$ cat config.mk
export PLATFORM = sky130hd
export DESIGN_NAME = uart_rx_fifo_flat
export DESIGN_NICKNAME = d
export VERILOG_FILES = /design/src/rtl/uart_pkg.sv /design/src/rtl/uart_rx_fifo_if.sv /design/src/rtl/uart_rx_fifo_sync_fifo.sv /design/src/rtl/uart_rx_fifo.sv /design/src/flat_wrapper.sv
export SDC_FILE = /design/constraint.sdc
export NUM_CORES = 1
export LEC_CHECK = 0
export CAP_MARGIN = 20
export CORE_UTILIZATION = 51
export DETAILED_ROUTE_END_ITERATION = 8
export GPL_ROUTABILITY_DRIVEN = 1
export GPL_TIMING_DRIVEN = 0
export HOLD_SLACK_MARGIN = 0.15
export MAX_ROUTING_LAYER = met4
export PLACE_DENSITY = 0.74
export SYNTH_ARGS = -nofsm -noshare
export SYNTH_HDL_FRONTEND = slang
export SYNTH_SLANG_ARGS = --single-unit
$ cat constraint.sdc
create_clock -name clk -period 2.75 [get_ports clk]
set_input_delay 0.55 -clock clk [delete_from_list [all_inputs] [get_ports clk]]
set_output_delay 0.55 -clock clk [all_outputs]
set_load 0.005 [all_outputs]
$ cat src/rtl/uart_pkg.sv
// uart_pkg: shared types and defaults for the UART receive path.
//   uart_rx_state_t           receiver FSM states
//   UART_CLKS_PER_BIT_DEFAULT default oversampling (8 MHz / 125 kbaud)
//   maj3()                    2-of-3 vote used when UART_RX_MAJORITY_EN is defined
package uart_pkg;

  typedef enum logic [2:0] {IDLE, START, DATA, STOP, BREAK} uart_rx_state_t;

  localparam int UART_CLKS_PER_BIT_DEFAULT = 64;

  function automatic logic maj3(input logic a, input logic b, input logic c);
    return (a & b) | (a & c) | (b & c);
  endfunction

endpackage

$ cat src/rtl/uart_rx_fifo_if.sv
// uart_rx_fifo_if: FWFT read port of the receive FIFO.
//   rd_valid  FIFO non-empty, rd_data holds the head byte
//   rd_data   head byte
//   rd_en     pop the head byte (ignored while rd_valid=0)
// master = FIFO side, slave = consumer side.
interface uart_rx_fifo_if;
  logic       rd_valid;
  logic [7:0] rd_data;
  logic       rd_en;

  modport master (output rd_valid, output rd_data, input rd_en);
  modport slave  (input rd_valid, input rd_data, output rd_en);
endinterface

$ cat src/rtl/uart_rx_fifo_sync_fifo.sv
// sync_fifo: single-clock first-word-fall-through FIFO with explicit count.
//   clk, rst      clock, async active-high reset
//   push_i/data_i write request; accepted when not full, or full with a same-cycle pop
//   pop_i         pop request; ignored when empty
//   data_o        head entry (0 while empty)
//   full_o/empty_o occupancy flags
//   count_o       occupancy, count_nxt_o = occupancy after this edge
// DEPTH must be a power of two so pointers wrap naturally.
module sync_fifo #(
  parameter int WIDTH = 8,
  parameter int DEPTH = 8
) (
  input  logic                   clk,
  input  logic                   rst,
  input  logic                   push_i,
  input  logic [WIDTH-1:0]       data_i,
  input  logic                   pop_i,
  output logic [WIDTH-1:0]       data_o,
  output logic                   full_o,
  output logic                   empty_o,
  output logic [$clog2(DEPTH):0] count_o,
  output logic [$clog2(DEPTH):0] count_nxt_o
);
  localparam int AW = $clog2(DEPTH);
  localparam int CW = AW + 1;

  logic [DEPTH-1:0][WIDTH-1:0] mem_q;
  logic [AW-1:0]               wr_ptr_q, rd_ptr_q;
  logic [CW-1:0]               count_q, count_d;
  logic                        do_push, do_pop;

  assign empty_o = (count_q == '0);
  assign full_o  = (count_q == CW'(DEPTH));
  assign do_pop  = pop_i & ~empty_o;
  // When full, the write slot equals the head slot being popped, so overwrite is safe.
  assign do_push = push_i & (~full_o | do_pop);
  assign count_d = count_q + CW'(do_push) - CW'(do_pop);

  assign data_o      = empty_o ? '0 : mem_q[rd_ptr_q];
  assign count_o     = count_q;
  assign count_nxt_o = count_d;

  always_ff @(posedge clk) begin
    if (do_push) mem_q[wr_ptr_q] <= data_i;
  end

  always_ff @(posedge clk or posedge rst) begin
    if (rst) begin
      wr_ptr_q <= '0;
      rd_ptr_q <= '0;
      count_q  <= '0;
    end else begin
      if (do_push) wr_ptr_q <= wr_ptr_q + 1'b1;
      if (do_pop)  rd_ptr_q <= rd_ptr_q + 1'b1;
      count_q <= count_d;
    end
  end
endmodule

$ cat src/rtl/uart_rx_fifo.sv
// uart_rx_fifo: 8N1 UART receiver feeding a FWFT byte FIFO, with rts flow control.
//   clk, rst       8 MHz clock, async active-high reset
//   rx_i           serial input, idle high (asynchronous)
//   rts_o          1 = host must stop sending
//   rd_if          FWFT read port (master side)
//   count_o        FIFO occupancy
//   frame_err_o    sticky, stop bit sampled as 0
//   overrun_o      sticky, byte completed while FIFO full (and not popped)
//   err_clr_i      clears both sticky flags; a same-cycle new error wins
// Optional macro UART_RX_MAJORITY_EN: each bit decision is a 2-of-3 vote over
// mid-bit-1/mid-bit/mid-bit+1, taken at mid-bit+1 (all pushes 1 clk later).
module uart_rx_fifo
  import uart_pkg::*;
#(
  parameter int CLKS_PER_BIT = UART_CLKS_PER_BIT_DEFAULT,
  parameter int FIFO_DEPTH   = 8,
  parameter int RTS_MARGIN   = 2
) (
  input  logic                        clk,
  input  logic                        rst,
  input  logic                        rx_i,
  output logic                        rts_o,
  uart_rx_fifo_if.master              rd_if,
  output logic [$clog2(FIFO_DEPTH):0] count_o,
  output logic                        frame_err_o,
  output logic                        overrun_o,
  input  logic                        err_clr_i
);
  localparam int CW = $clog2(FIFO_DEPTH) + 1;
  localparam int TW = $clog2(CLKS_PER_BIT);
  localparam logic [TW-1:0] BIT_LOAD = TW'(CLKS_PER_BIT - 1);
`ifdef UART_RX_MAJORITY_EN
  localparam logic [TW-1:0] START_LOAD = TW'(CLKS_PER_BIT / 2);
`else
  localparam logic [TW-1:0] START_LOAD = TW'(CLKS_PER_BIT / 2 - 1);
`endif
  localparam logic [CW-1:0] RTS_TH = CW'(FIFO_DEPTH - RTS_MARGIN);

  // Synchroniser and edge history; all reset to idle-high.
  logic rx_meta_q, rx_s_q, rx_d1_q;
  // Fills with 1s after reset; falls are only trusted once every history
  // stage holds a real pin sample, so a line held low through reset does not
  // look like a fresh start edge.
  logic [2:0] vld_pipe_q;
  logic       bit_s;

`ifdef UART_RX_MAJORITY_EN
  logic rx_d2_q;
  always_ff @(posedge clk or posedge rst) begin
    if (rst) rx_d2_q <= 1'b1;
    else     rx_d2_q <= rx_d1_q;
  end
  assign bit_s = maj3(rx_s_q, rx_d1_q, rx_d2_q);
`else
  assign bit_s = rx_s_q;
`endif

  always_ff @(posedge clk or posedge rst) begin
    if (rst) begin
      rx_meta_q  <= 1'b1;
      rx_s_q     <= 1'b1;
      rx_d1_q    <= 1'b1;
      vld_pipe_q <= '0;
    end else begin
      rx_meta_q  <= rx_i;
      rx_s_q     <= rx_meta_q;
      rx_d1_q    <= rx_s_q;
      vld_pipe_q <= {vld_pipe_q[1:0], 1'b1};
    end
  end

  // Receiver FSM
  uart_rx_state_t state_q;
  logic [TW-1:0]  tmr_q;
  logic [2:0]     idx_q;
  logic [7:0]     shreg_q;
  logic           push_q;
  logic           frame_err_q;
  logic           tmr_done;

  assign tmr_done = (tmr_q == '0);

  always_ff @(posedge clk or posedge rst) begin
    if (rst) begin
      state_q     <= IDLE;
      tmr_q       <= '0;
      idx_q       <= '0;
      shreg_q     <= '0;
      push_q      <= 1'b0;
      frame_err_q <= 1'b0;
    end else begin
      push_q <= 1'b0;
      if (err_clr_i) frame_err_q <= 1'b0;
      case (state_q)
        IDLE: begin
          if (vld_pipe_q[2] && rx_d1_q && !rx_s_q) begin
            tmr_q   <= START_LOAD;
            state_q <= START;
          end
        end
        START: begin
          if (tmr_done) begin
            if (bit_s) state_q <= IDLE;   // glitch shorter than half a bit
            else begin
              tmr_q   <= BIT_LOAD;
              idx_q   <= '0;
              state_q <= DATA;
            end
          end else tmr_q <= tmr_q - 1'b1;
        end
        DATA: begin
          if (tmr_done) begin
            shreg_q <= {bit_s, shreg_q[7:1]};  // LSB first
            tmr_q   <= BIT_LOAD;
            if (idx_q == 3'd7) state_q <= STOP;
            else               idx_q   <= idx_q + 1'b1;
          end else tmr_q <= tmr_q - 1'b1;
        end
        STOP: begin
          if (tmr_done) begin
            if (bit_s) begin
              push_q  <= 1'b1;
              state_q <= IDLE;
            end else begin
              frame_err_q <= 1'b1;
              state_q     <= BREAK;
            end
          end else tmr_q <= tmr_q - 1'b1;
        end
        BREAK: begin
          if (rx_s_q) state_q <= IDLE;
        end
        default: state_q <= IDLE;
      endcase
    end
  end

  // FIFO
  logic          fifo_full, fifo_empty;
  logic [CW-1:0] fifo_count, fifo_count_nxt;

  sync_fifo #(.WIDTH(8), .DEPTH(FIFO_DEPTH)) u_fifo (
    .clk         (clk),
    .rst         (rst),
    .push_i      (push_q),
    .data_i      (shreg_q),
    .pop_i       (rd_if.rd_en),
    .data_o      (rd_if.rd_data),
    .full_o      (fifo_full),
    .empty_o     (fifo_empty),
    .count_o     (fifo_count),
    .count_nxt_o (fifo_count_nxt)
  );

  assign rd_if.rd_valid = ~fifo_empty;
  assign count_o        = fifo_count;

  // Overrun and rts. Full implies non-empty, so rd_en alone means a real pop.
  logic overrun_q, rts_q;

  always_ff @(posedge clk or posedge rst) begin
    if (rst) begin
      overrun_q <= 1'b0;
      rts_q     <= 1'b1;
    end else begin
      if (push_q && fifo_full && !rd_if.rd_en) overrun_q <= 1'b1;
      else if (err_clr_i)                      overrun_q <= 1'b0;
      rts_q <= (fifo_count_nxt >= RTS_TH);
    end
  end

  assign rts_o       = rts_q;
  assign frame_err_o = frame_err_q;
  assign overrun_o   = overrun_q;
endmodule

$ cat src/flat_wrapper.sv
// flat-port wrapper written by rule: the top's interface ports become plain ports
module uart_rx_fifo_flat import uart_pkg::*;
#(
  parameter int CLKS_PER_BIT = UART_CLKS_PER_BIT_DEFAULT,
  parameter int FIFO_DEPTH   = 8,
  parameter int RTS_MARGIN   = 2
)
  (clk, rst, rx_i, rts_o, count_o, frame_err_o, overrun_o, err_clr_i, rd_if_rd_valid, rd_if_rd_data, rd_if_rd_en);
  uart_rx_fifo_if rd_if_i ();
  input  logic clk;
  input  logic rst;
  input  logic rx_i;
  output logic rts_o;
  output logic [$clog2(FIFO_DEPTH):0] count_o;
  output logic frame_err_o;
  output logic overrun_o;
  input  logic err_clr_i;
  output wire logic [$bits(rd_if_i.rd_valid)-1:0] rd_if_rd_valid;
  output wire logic [$bits(rd_if_i.rd_data)-1:0] rd_if_rd_data;
  input wire logic [$bits(rd_if_i.rd_en)-1:0] rd_if_rd_en;
  assign rd_if_rd_valid = rd_if_i.rd_valid;
  assign rd_if_rd_data = rd_if_i.rd_data;
  assign rd_if_i.rd_en = rd_if_rd_en;
  uart_rx_fifo #(.CLKS_PER_BIT(CLKS_PER_BIT), .FIFO_DEPTH(FIFO_DEPTH), .RTS_MARGIN(RTS_MARGIN)) u_core (.clk(clk), .rst(rst), .rx_i(rx_i), .rts_o(rts_o), .rd_if(rd_if_i), .count_o(count_o), .frame_err_o(frame_err_o), .overrun_o(overrun_o), .err_clr_i(err_clr_i));
endmodule
==> results of run 1 <==
## layout by cell type, fill, tap and decap left out, types with 4 or more instances in the layout
| cell type | instances |
|---|---|
| mux2i_1 | 9 |
| nor2_1 | 21 |
| dfstp_2 | 4 |
| mux4_2 | 16 |
| edfxtp_1 | 64 |
| a21oi_1 | 5 |
| clkdlybuf4s50_1 | 12 |
| dlygate4sd2_1 | 5 |
| a21o_1 | 4 |
| clkbuf_8 | 9 |
| nand3_1 | 4 |
| buf_4 | 9 |
| dfrtp_1 | 35 |
| inv_1 | 19 |
| mux2_4 | 8 |
| o21ai_0 | 6 |
| nand2_1 | 14 |
| ha_1 | 11 |
## per-layer routing
layer / GRT usage / share of wire / vias to the layer above
li1: - / - / 1118
met1: 0.258 / 0.42 / 1222
met2: 0.296 / 0.50 / 54
met3: 0.0439 / 0.061 / 11
met4: 0.0707 / 0.013 / 0
met5: - / 0 / -
## logic make-up after synthesis
logic type,Yosys count,share of synthesized area
other,1,0.000845
AOI/OAI and AO/OA,33,0.0541
and+or+nand+nor,62,0.0727
muxes,36,0.136
DFF,104,0.660
buffers and inverters,30,0.0313
adders and majority gates,12,0.0355
xor gates and xnor gates,5,0.00987
## final timing paths
kind	from	end	slack [ps]	depth (start not counted)
setup / recovery	u_core.u_fifo.rd_ptr_q[0]	rd_if_rd_data[2]	120	7
hold / removal	u_core.vld_pipe_q[0]	u_core.vld_pipe_q[1]	360	0
setup reg to reg	u_core.u_fifo.count_o[2]	u_core.rts_o	190	14
hold reg to reg	u_core.vld_pipe_q[0]	u_core.vld_pipe_q[1]	360	0
max in group asynchronous	rst	u_core.u_fifo.rd_ptr_q[1]	1520	2
min in group asynchronous	rst	u_core.u_fifo.count_o[1]	660	2
## power breakdown
group | leakage [uW] | switching, uW | internal [uW] | total [uW]
registers | 0.00111 | 143 | 1780 | 1930
logic | 0.000837 | 662 | 832 | 1490
clock network | 0.0000996 | 543 | 438 | 981
## registers in the layout, indices dropped and copies added (netlist names), 4 cells and up
| signal | count |
|---|---|
| u_core.shreg_q | 8 |
| u_core.tmr_q | 6 |
| u_core.u_fifo.count_o | 4 |
| u_core.u_fifo.mem_q | 64 |
## what timing repair did
item | CTS | global route
endpoints found under the setup margin | 8 | 4
buffers inserted | 1 | 8
pin swaps | 0 | 1
resized for setup | 12 | 9
## cell type report
cell class,instances,share of cell area
Multi-Input combinational cell,149,0.273
Clock buffer,9,0.0243
Inverter,20,0.0147
Clock inverter,7,0.0171
Tap cell,105,0.0257
Buffer,9,0.0167
Timing Repair Buffer,29,0.0554
Sequential cell,104,0.573
## per-stage QoR
stage / hold WS (ps) / util
after floorplan: 331 / -
after global placement: 339 / 0.575
after detailed placement: 347 / 0.576
after CTS: 369 / 0.605
after global routing: 369 / 0.615
final: 363 / 0.615
==> flow_metrics.py, run 1 <==
metrics = {
    "run_status": {
        "status": "finished clean",
    },
    "synthesis": {
        "yosysSeqAreaShare": 0.660,
        "yosysMostFrequentCell": "edfxtp_1",
        "synthTopCellsByCount": "edfxtp_1 (64), dfrtp_1 (36), nor2_1 (21), inv_1 (20), mux4_2 (16)",
        "syn_area_per_cell_um2": 15.7,
        "mappedNetlistNets": 300,
        "syn-cell-area_mm2": 0.00444,
        "synth-main-ff-cell": "edfxtp_1",
        "synthCells": 283,
        "synthTopCellsByArea": "edfxtp_1 (43%), dfrtp_1 (20%), mux4_2 (8.1%)",
        "ys_ff_latch": 104,
        "ys.warnings.count": 0,
        "synth_top_area_frac": 0.433,
        "synth_cell_types": 51,
        "post-synth-top-area-cell": "edfxtp_1",
        "synth_edf_count": 64,
        "async_flop_share": 0.385,
    },
    "setup_path": {
        "cp_top_family": "multiplexers",
        "worst-path-max-fanout": 9,
        "cp-end-kind": "output pin",
        "crit_type": "register to output pin",
        "crit_arrival_ps": 2080,
        "critPathBufInv": 4,
        "slowest_stage": "mux4_2",
        "worstPathCellList": "buf_8 > buf_12 > buf_6 > mux4_2 > mux2i_1 > nor2_1 > dlygate4sd2_1",
        "slowest_delay_ps": 500,
        "crit_required_ps": 2200,
        "cp-start-kind": "register",
    },
    "sta": {
        "final.min_clock_period_ps": 2630,
        "hold_violations": 0,
        "slew_viol_final": 0,
        "slew_headroom": 0.400,
        "setup_tns_ps": 0,
        "worst_pin_slew_ps": 897,
        "fin_ws_ps": 115,
        "fin_crit_sh": 0.958,
        "skew_ps": 8.00,
        "clock.fmax_mhz": 380,
        "finalSetupViolCount": 0,
    },
    "hold_path": {
        "hold_path.class": "register to register",
    },
    "die": {
        "die_w_um": 95.3,
        "pin_count": 21,
        "row_count": 33,
        "initial_core_util": 0.535,
        "die_y_um": 95.3,
        "fp.coreArea_mm2": 0.00830,
        "dieArea_mm2": 0.00908,
    },
    "layout": {
        "syn_to_final_growth_pct": 15.1,
        "regArea_mm2": 0.00293,
        "nets": 339,
        "n_antenna_cell": 0,
        "fin_area_mm2": 0.00511,
        "fin_cells": 432,
        "drive_gt1_frac": 0.242,
        "fillers": 600,
        "multi_input_area_mm2": 0.00139,
    },
    "cts": {
        "clkLatencyLatePin_ps": 370,
        "cts_root_buffer": "clkbuf_8",
        "path_clk_slew_ps": 100,
        "cts_buffers": 9,
        "ctsHoldBuffers": 0,
        "clkSinkCount": 104,
        "clk_path_buf_depth": 2,
        "cts_tree": "yes",
        "h-tree-depth": 3,
    },
    "global_routing": {
        "grt_use_total": 0.194,
        "grt_pass1_wl_mm": 12.0,
        "grt_antenna_before_repair": 0,
        "grt-ovfl-total": 0,
        "grt_pass1_vias": 2285,
        "grt_max_degree": 41,
    },
    "pwr": {
        "cellLeakagePower_uw": 0.00204,
        "power.total_uw": 4400,
        "irDropWorstVdd_uv": 473,
        "pwr_density_cell_mw_per_mm2": 862,
    },
    "placement": {
        "dpl_cell_area_mm2": 0.00478,
        "gp_congestion": 0.842,
        "pre_cts_ws_ps": -229,
        "dpl.hpwl_mm": 4.86,
        "port_buffers": 20,
        "dp_cells": 408,
    },
    "drt": {
        "viasPerCell": 5.57,
        "num_vias": 2405,
        "drc": 0,
        "wl_per_cell_um": 17.8,
        "drt_iter0_markers": 148,
        "ant_nets": 0,
        "drt-total-wl_mm": 7.70,
        "drt-pass1-iter-count": 4,
    },
    "run": {
        "cap_violations": 0,
    },
}
Power figures use the tool's default switching activity.
==> run 2: changes to the inputs <==
--- a/config.mk
+++ b/config.mk
@@ -11,7 +11,6 @@
 export GPL_ROUTABILITY_DRIVEN = 1
 export GPL_TIMING_DRIVEN = 0
 export HOLD_SLACK_MARGIN = 0.15
-export MAX_ROUTING_LAYER = met4
 export PLACE_DENSITY = 0.74
 export SYNTH_ARGS = -nofsm -noshare
 export SYNTH_HDL_FRONTEND = slang
==> run 2 against run 1 <==
Core utilization unchanged; global-route usage down 0.59 points; largest cell class unchanged; combinational power barely moved; sequential share of layout area stayed put; via count is 0.33% higher; register-to-register slack barely moved; maximum frequency is 0.11% lower; setup slack lost 2.8 ps; cell area stayed put; highest routed layer unchanged; die area unchanged; clock power barely moved.
==> flow_metrics.py, run 2 (same netlist as run 1, synthesis figures left out) <==
metrics = {
    "drt": {
        "num_vias": 2413,
        "drt_iter0_markers": 141,
        "highest_layer": "met4",
        "met1_length_mm": 3.36,
        "routed-wl-met3_um": 404,
        "drt-total-wl_mm": 7.73,
        "ant_nets": 0,
        "wl_per_cell_um": 17.9,
        "drt-pass1-iter-count": 4,
        "drc": 0,
        "wl_met2_mm": 3.86,
        "viasPerCell": 5.59,
    },
    "layout": {
        "drive_gt1_frac": 0.242,
        "regMostFlops": "u_core.u_fifo.mem_q",
        "syn_to_final_growth_pct": 15.1,
        "top_regs": "u_core.u_fifo.mem_q x64, u_core.shreg_q x8, u_core.tmr_q x6",
        "layout_commonest_cell": "edfxtp_1",
        "final_cell_mix": "edfxtp_1 (64), dfrtp_1 (35), nor2_1 (21)",
        "n_antenna_cell": 0,
        "largest_reg_flops": 64,
        "nets": 339,
    },
    "sta": {
        "slew_headroom": 0.360,
        "worst_pin_slew_ps": 957,
        "final.min_clock_period_ps": 2640,
        "clock.fmax_mhz": 379,
        "fin_ws_ps": 113,
        "setup_tns_ps": 0,
        "hold_violations": 0,
        "finalSetupViolCount": 0,
        "slew_viol_final": 0,
        "skew_ps": 9.28,
        "fin_crit_sh": 0.959,
        "whs_ps": 364,
    },
    "setup_path": {
        "crit_arrival_ps": 2090,
        "crit_type": "register to output pin",
        "cp-start-kind": "register",
        "worst-path-max-fanout": 9,
        "cp-end-kind": "output pin",
        "crit_required_ps": 2200,
    },
    "global_routing": {
        "grt-ovfl-total": 0,
        "grt_max_degree": 41,
        "grt_antenna_before_repair": 0,
        "grt_use_total": 0.189,
        "grt_pass1_vias": 2283,
        "grt_pass1_wl_mm": 12.0,
    },
    "die": {
        "pin_count": 21,
        "fp.coreArea_mm2": 0.00830,
        "row_count": 33,
        "dieArea_mm2": 0.00908,
        "die_w_um": 95.3,
        "die_y_um": 95.3,
        "initial_core_util": 0.535,
    },
    "cts": {
        "clkSinkCount": 104,
        "path_clk_slew_ps": 100,
        "h-tree-depth": 3,
        "clk_path_buf_depth": 2,
        "cts_root_buffer": "clkbuf_8",
        "cts_tree": "yes",
        "clkLatencyLatePin_ps": 370,
        "cts_buffers": 9,
    },
    "placement": {
        "gp_congestion": 0.830,
        "port_buffers": 20,
        "dpl.hpwl_mm": 4.86,
        "pre_cts_ws_ps": -229,
    },
    "pwr": {
        "pwr_density_cell_mw_per_mm2": 863,
        "power.total_uw": 4410,
        "cellLeakagePower_uw": 0.00204,
        "irDropWorstVdd_uv": 474,
    },
    "run_status": {
        "status": "finished clean",
    },
    "run": {
        "cap_violations": 0,
    },
    "hold_path": {
        "hold_path.class": "register to register",
    },
}
## run 2: final cells by class
| cell class | instances | area [um^2] |
|---|---|---|
| plain buffers | 9 | 85.1 |
| clock buffers | 9 | 124 |
| clock inverters | 7 | 87.6 |
| fillers | 600 | 3190 |
| inverters | 20 | 75.1 |
| multi-input cells | 149 | 1390 |
| flip-flops and latches | 104 | 2930 |
| well taps | 105 | 131 |
| repair buffers | 29 | 283 |
## run 2: final timing paths
check                      slack, ps  depth (start not counted)                       from                        end
max                              110                          7  u_core.u_fifo.rd_ptr_q[0]           rd_if_rd_data[2]
min                              360                          0       u_core.vld_pipe_q[0]       u_core.vld_pipe_q[1]
max reg2reg                      190                         14   u_core.u_fifo.count_o[2]               u_core.rts_o
min reg2reg                      360                          0       u_core.vld_pipe_q[0]       u_core.vld_pipe_q[1]
max in group asynchronous       1510                          2                        rst  u_core.u_fifo.rd_ptr_q[1]
min in group asynchronous        670                          2                        rst          u_core.shreg_q[0]
## run 2: critical path, stage by stage, from the launching register on
cell and delay (ps):
dfrtp_1 400, buf_8 130, buf_12 130, buf_6 110
mux4_2 500, mux2i_1 140, nor2_1 60, dlygate4sd2_1 260
## run 2: where the power goes
group	leakage (uW)	total (uW)	switching [uW]	internal [uW]
logic	0.000837	1500	665	833
clock network	0.0000996	981	544	438
registers	0.00111	1930	145	1780
total	0.00204	4410	1350	3050
## run 2: repair_timing
action,CTS,global route
setup endpoints to repair,8,4
gates resized for setup,12,9
pin swaps,0,1
hold buffers,0,0
setup buffers,1,8
## run 2: routing by layer
metal,GRT usage,vias up
li1,-,1120
met1,0.258,1228
met2,0.296,54
met3,0.0415,11
met4,0.0745,0
met5,0,-
## run 2: stage by stage
step	cells	area, um^2	util
5_1_grt	432	5110	0.615
4_1_cts	424	5020	0.605
3_3_place_gp	408	4770	0.575
6_report	432	5110	0.615
2_1_floorplan	283	4440	-
3_5_place_dp	408	4780	0.576
==> run 3: changes to the inputs <==
--- a/config.mk
+++ b/config.mk
@@ -11,7 +11,7 @@
 export GPL_ROUTABILITY_DRIVEN = 1
 export GPL_TIMING_DRIVEN = 0
 export HOLD_SLACK_MARGIN = 0.15
-export PLACE_DENSITY = 0.74
+export PLACE_DENSITY = 0.77
 export SYNTH_ARGS = -nofsm -noshare
 export SYNTH_HDL_FRONTEND = slang
 export SYNTH_SLANG_ARGS = --single-unit
==> constraint.sdc (replaced) <==
create_clock -name clk -period 2.2 [get_ports clk]
set_input_delay 0.44 -clock clk [delete_from_list [all_inputs] [get_ports clk]]
set_output_delay 0.44 -clock clk [all_outputs]
set_load 0.005 [all_outputs]
==> run 3 against run 2 <==
The run now ends with negative setup slack left; core utilization increased by 1.9 points; count of clock-buffer cells in the layout increased by 2; hold slack got worse by 4.9 ps; critical path type is now register to register; critical endpoint is now u_core.rts_o; largest power group unchanged.
==> flow_metrics.py, run 3 (same netlist as run 1, synthesis figures left out) <==
metrics = {
    "run_status": {
        "status": "complete, but fails checks",
        "violations": "negative setup slack",
    },
    "drt": {
        "num_vias": 2389,
        "wl_per_cell_um": 16.9,
        "drt_iter0_markers": 108,
        "ant_nets": 0,
        "viasPerCell": 5.40,
        "drc": 0,
        "drt-total-wl_mm": 7.48,
        "drt-pass1-iter-count": 4,
    },
    "die": {
        "dieArea_mm2": 0.00908,
        "initial_core_util": 0.535,
        "die_w_um": 95.3,
        "pin_count": 21,
        "fp.coreArea_mm2": 0.00830,
        "die_y_um": 95.3,
        "row_count": 33,
    },
    "layout": {
        "largest_reg_flops": 64,
        "syn_to_final_growth_pct": 18.6,
        "fillers": 574,
        "final_cell_mix": "edfxtp_1 (64), dfrtp_1 (35), mux4_2 (16)",
        "drive_gt1_frac": 0.347,
        "n_antenna_cell": 0,
        "nets": 349,
        "regMostFlops": "u_core.u_fifo.mem_q",
        "fin_area_mm2": 0.00527,
        "top_regs": "u_core.u_fifo.mem_q x64, u_core.shreg_q x8, u_core.tmr_q x6",
        "layout_commonest_cell": "edfxtp_1",
    },
    "pwr": {
        "irDropWorstVdd_uv": 893,
        "pwr_density_cell_mw_per_mm2": 1060,
        "cellLeakagePower_uw": 0.00206,
        "power.total_uw": 5600,
    },
    "setup_path": {
        "slowest_delay_ps": 530,
        "worst-path-max-fanout": 3,
        "r2r_slack_ps": -190,
        "crit_required_ps": 2490,
        "cp-end-kind": "register",
        "crit_arrival_ps": 2680,
        "cp-start-kind": "register",
        "critPathBufInv": 4,
        "worstPathCellList": "inv_2 > ha_4 > or3b_4 > o21ai_4 > ha_4 > inv_4 > ha_4 > inv_2 > fa_2 > inv_2 > a21o_1",
        "slowest_stage": "fa_2",
        "crit_type": "register to register",
        "cp_top_family": "adder cells",
    },
    "global_routing": {
        "grt_antenna_before_repair": 0,
        "grt_pass1_vias": 2390,
        "grt_pass1_wl_mm": 11.9,
        "grt-ovfl-total": 0,
        "grt_max_degree": 41,
        "grt_use_total": 0.182,
    },
    "placement": {
        "dpl.hpwl_mm": 4.84,
        "gp_congestion": 0.767,
        "dpl_cell_area_mm2": 0.00480,
        "port_buffers": 20,
    },
    "sta": {
        "fin_ws_ps": -193,
        "fin_crit_sh": 1.09,
        "final.min_clock_period_ps": 2390,
        "skew_ps": 18.7,
        "slew_viol_final": 0,
        "clock.fmax_mhz": 418,
        "worst_pin_slew_ps": 827,
        "finalSetupViolCount": 11,
        "hold_violations": 0,
        "grt_setup_unrepaired": "yes",
        "slew_headroom": 0.448,
    },
    "cts": {
        "h-tree-depth": 3,
        "cts_tree": "yes",
        "path_clk_slew_ps": 90,
        "clkSinkCount": 104,
        "cts_buffers": 9,
        "cts_root_buffer": "clkbuf_8",
        "clkLatencyLatePin_ps": 350,
        "clk_path_buf_depth": 2,
    },
    "run": {
        "cap_violations": 0,
    },
    "hold_path": {
        "hold_path.class": "register to register",
    },
}
## run 3: repair_timing
action                     in CTS  in global routing
pin swaps                       9                 10
setup endpoints to repair      45                 51
cloned                          1                  0
resized for setup              52                 16
setup buffers                  12                  5
hold buffers                    0                  0
## run 3: cell type report
class | count | area [um^2] | share of cell area
plain buffers | 9 | 81.3 | 0.0154
clock buffers | 11 | 131 | 0.0250
clock inverters | 5 | 62.6 | 0.0119
inverters | 20 | 77.6 | 0.0147
multi-input cells | 149 | 1500 | 0.285
flip-flops and latches | 104 | 2930 | 0.556
well taps | 105 | 131 | 0.0250
repair buffers | 39 | 352 | 0.0668
## run 3: report_power, final
group	leakage [uW]	internal, uW	switching (uW)
Combinational	0.000862	1130	892
Sequential	0.00111	2230	191
Clock	0.0000906	536	626
## run 3: routing by layer
metal	part of all wire	GRT usage	up-vias	routed length [um]
met5	0	0	-	0
met2	0.53	0.302	38	3990
met1	0.43	0.236	1208	3230
met4	0.0071	0.0568	0	53
met3	0.029	0.0455	6	214
li1	-	-	1137	-
## run 3: path summary, 6_finish.rpt
path                                              to                     start  cells after the start
setup / recovery                        u_core.rts_o  u_core.u_fifo.count_o[2]                     11
hold / removal                          u_core.bit_s          u_core.rx_meta_q                      0
setup reg to reg                        u_core.rts_o  u_core.u_fifo.count_o[2]                     11
hold reg to reg                         u_core.bit_s          u_core.rx_meta_q                      0
max in group asynchronous  u_core.u_fifo.rd_ptr_q[1]                       rst                      2
min in group asynchronous          u_core.shreg_q[1]                       rst                      2
## run 3: per-stage QoR
step                utilization  setup WS [ps]  std cells  TNS (ps)  hold slack, ps
floorplan                     -           -150        283      -204             331
global placement          0.578           -611        408    -32320             332
detailed placement        0.578           -627        409    -32130             341
CTS                       0.625           -231        437     -1680             360
global route              0.634           -289        442     -2170             363
finish                    0.634           -193        442     -1070             359
## run 3: worst reg2reg max path: cells and delay by family, from the launching register on
| family | cells | cell delay (ps) |
|---|---|---|
| adders and majority gates | 4 | 1010 |
| DFF | 1 | 400 |
| and+or+nand+nor | 1 | 390 |
| AOI/OAI and AO/OA | 2 | 320 |
| buffers and inverters | 4 | 220 |
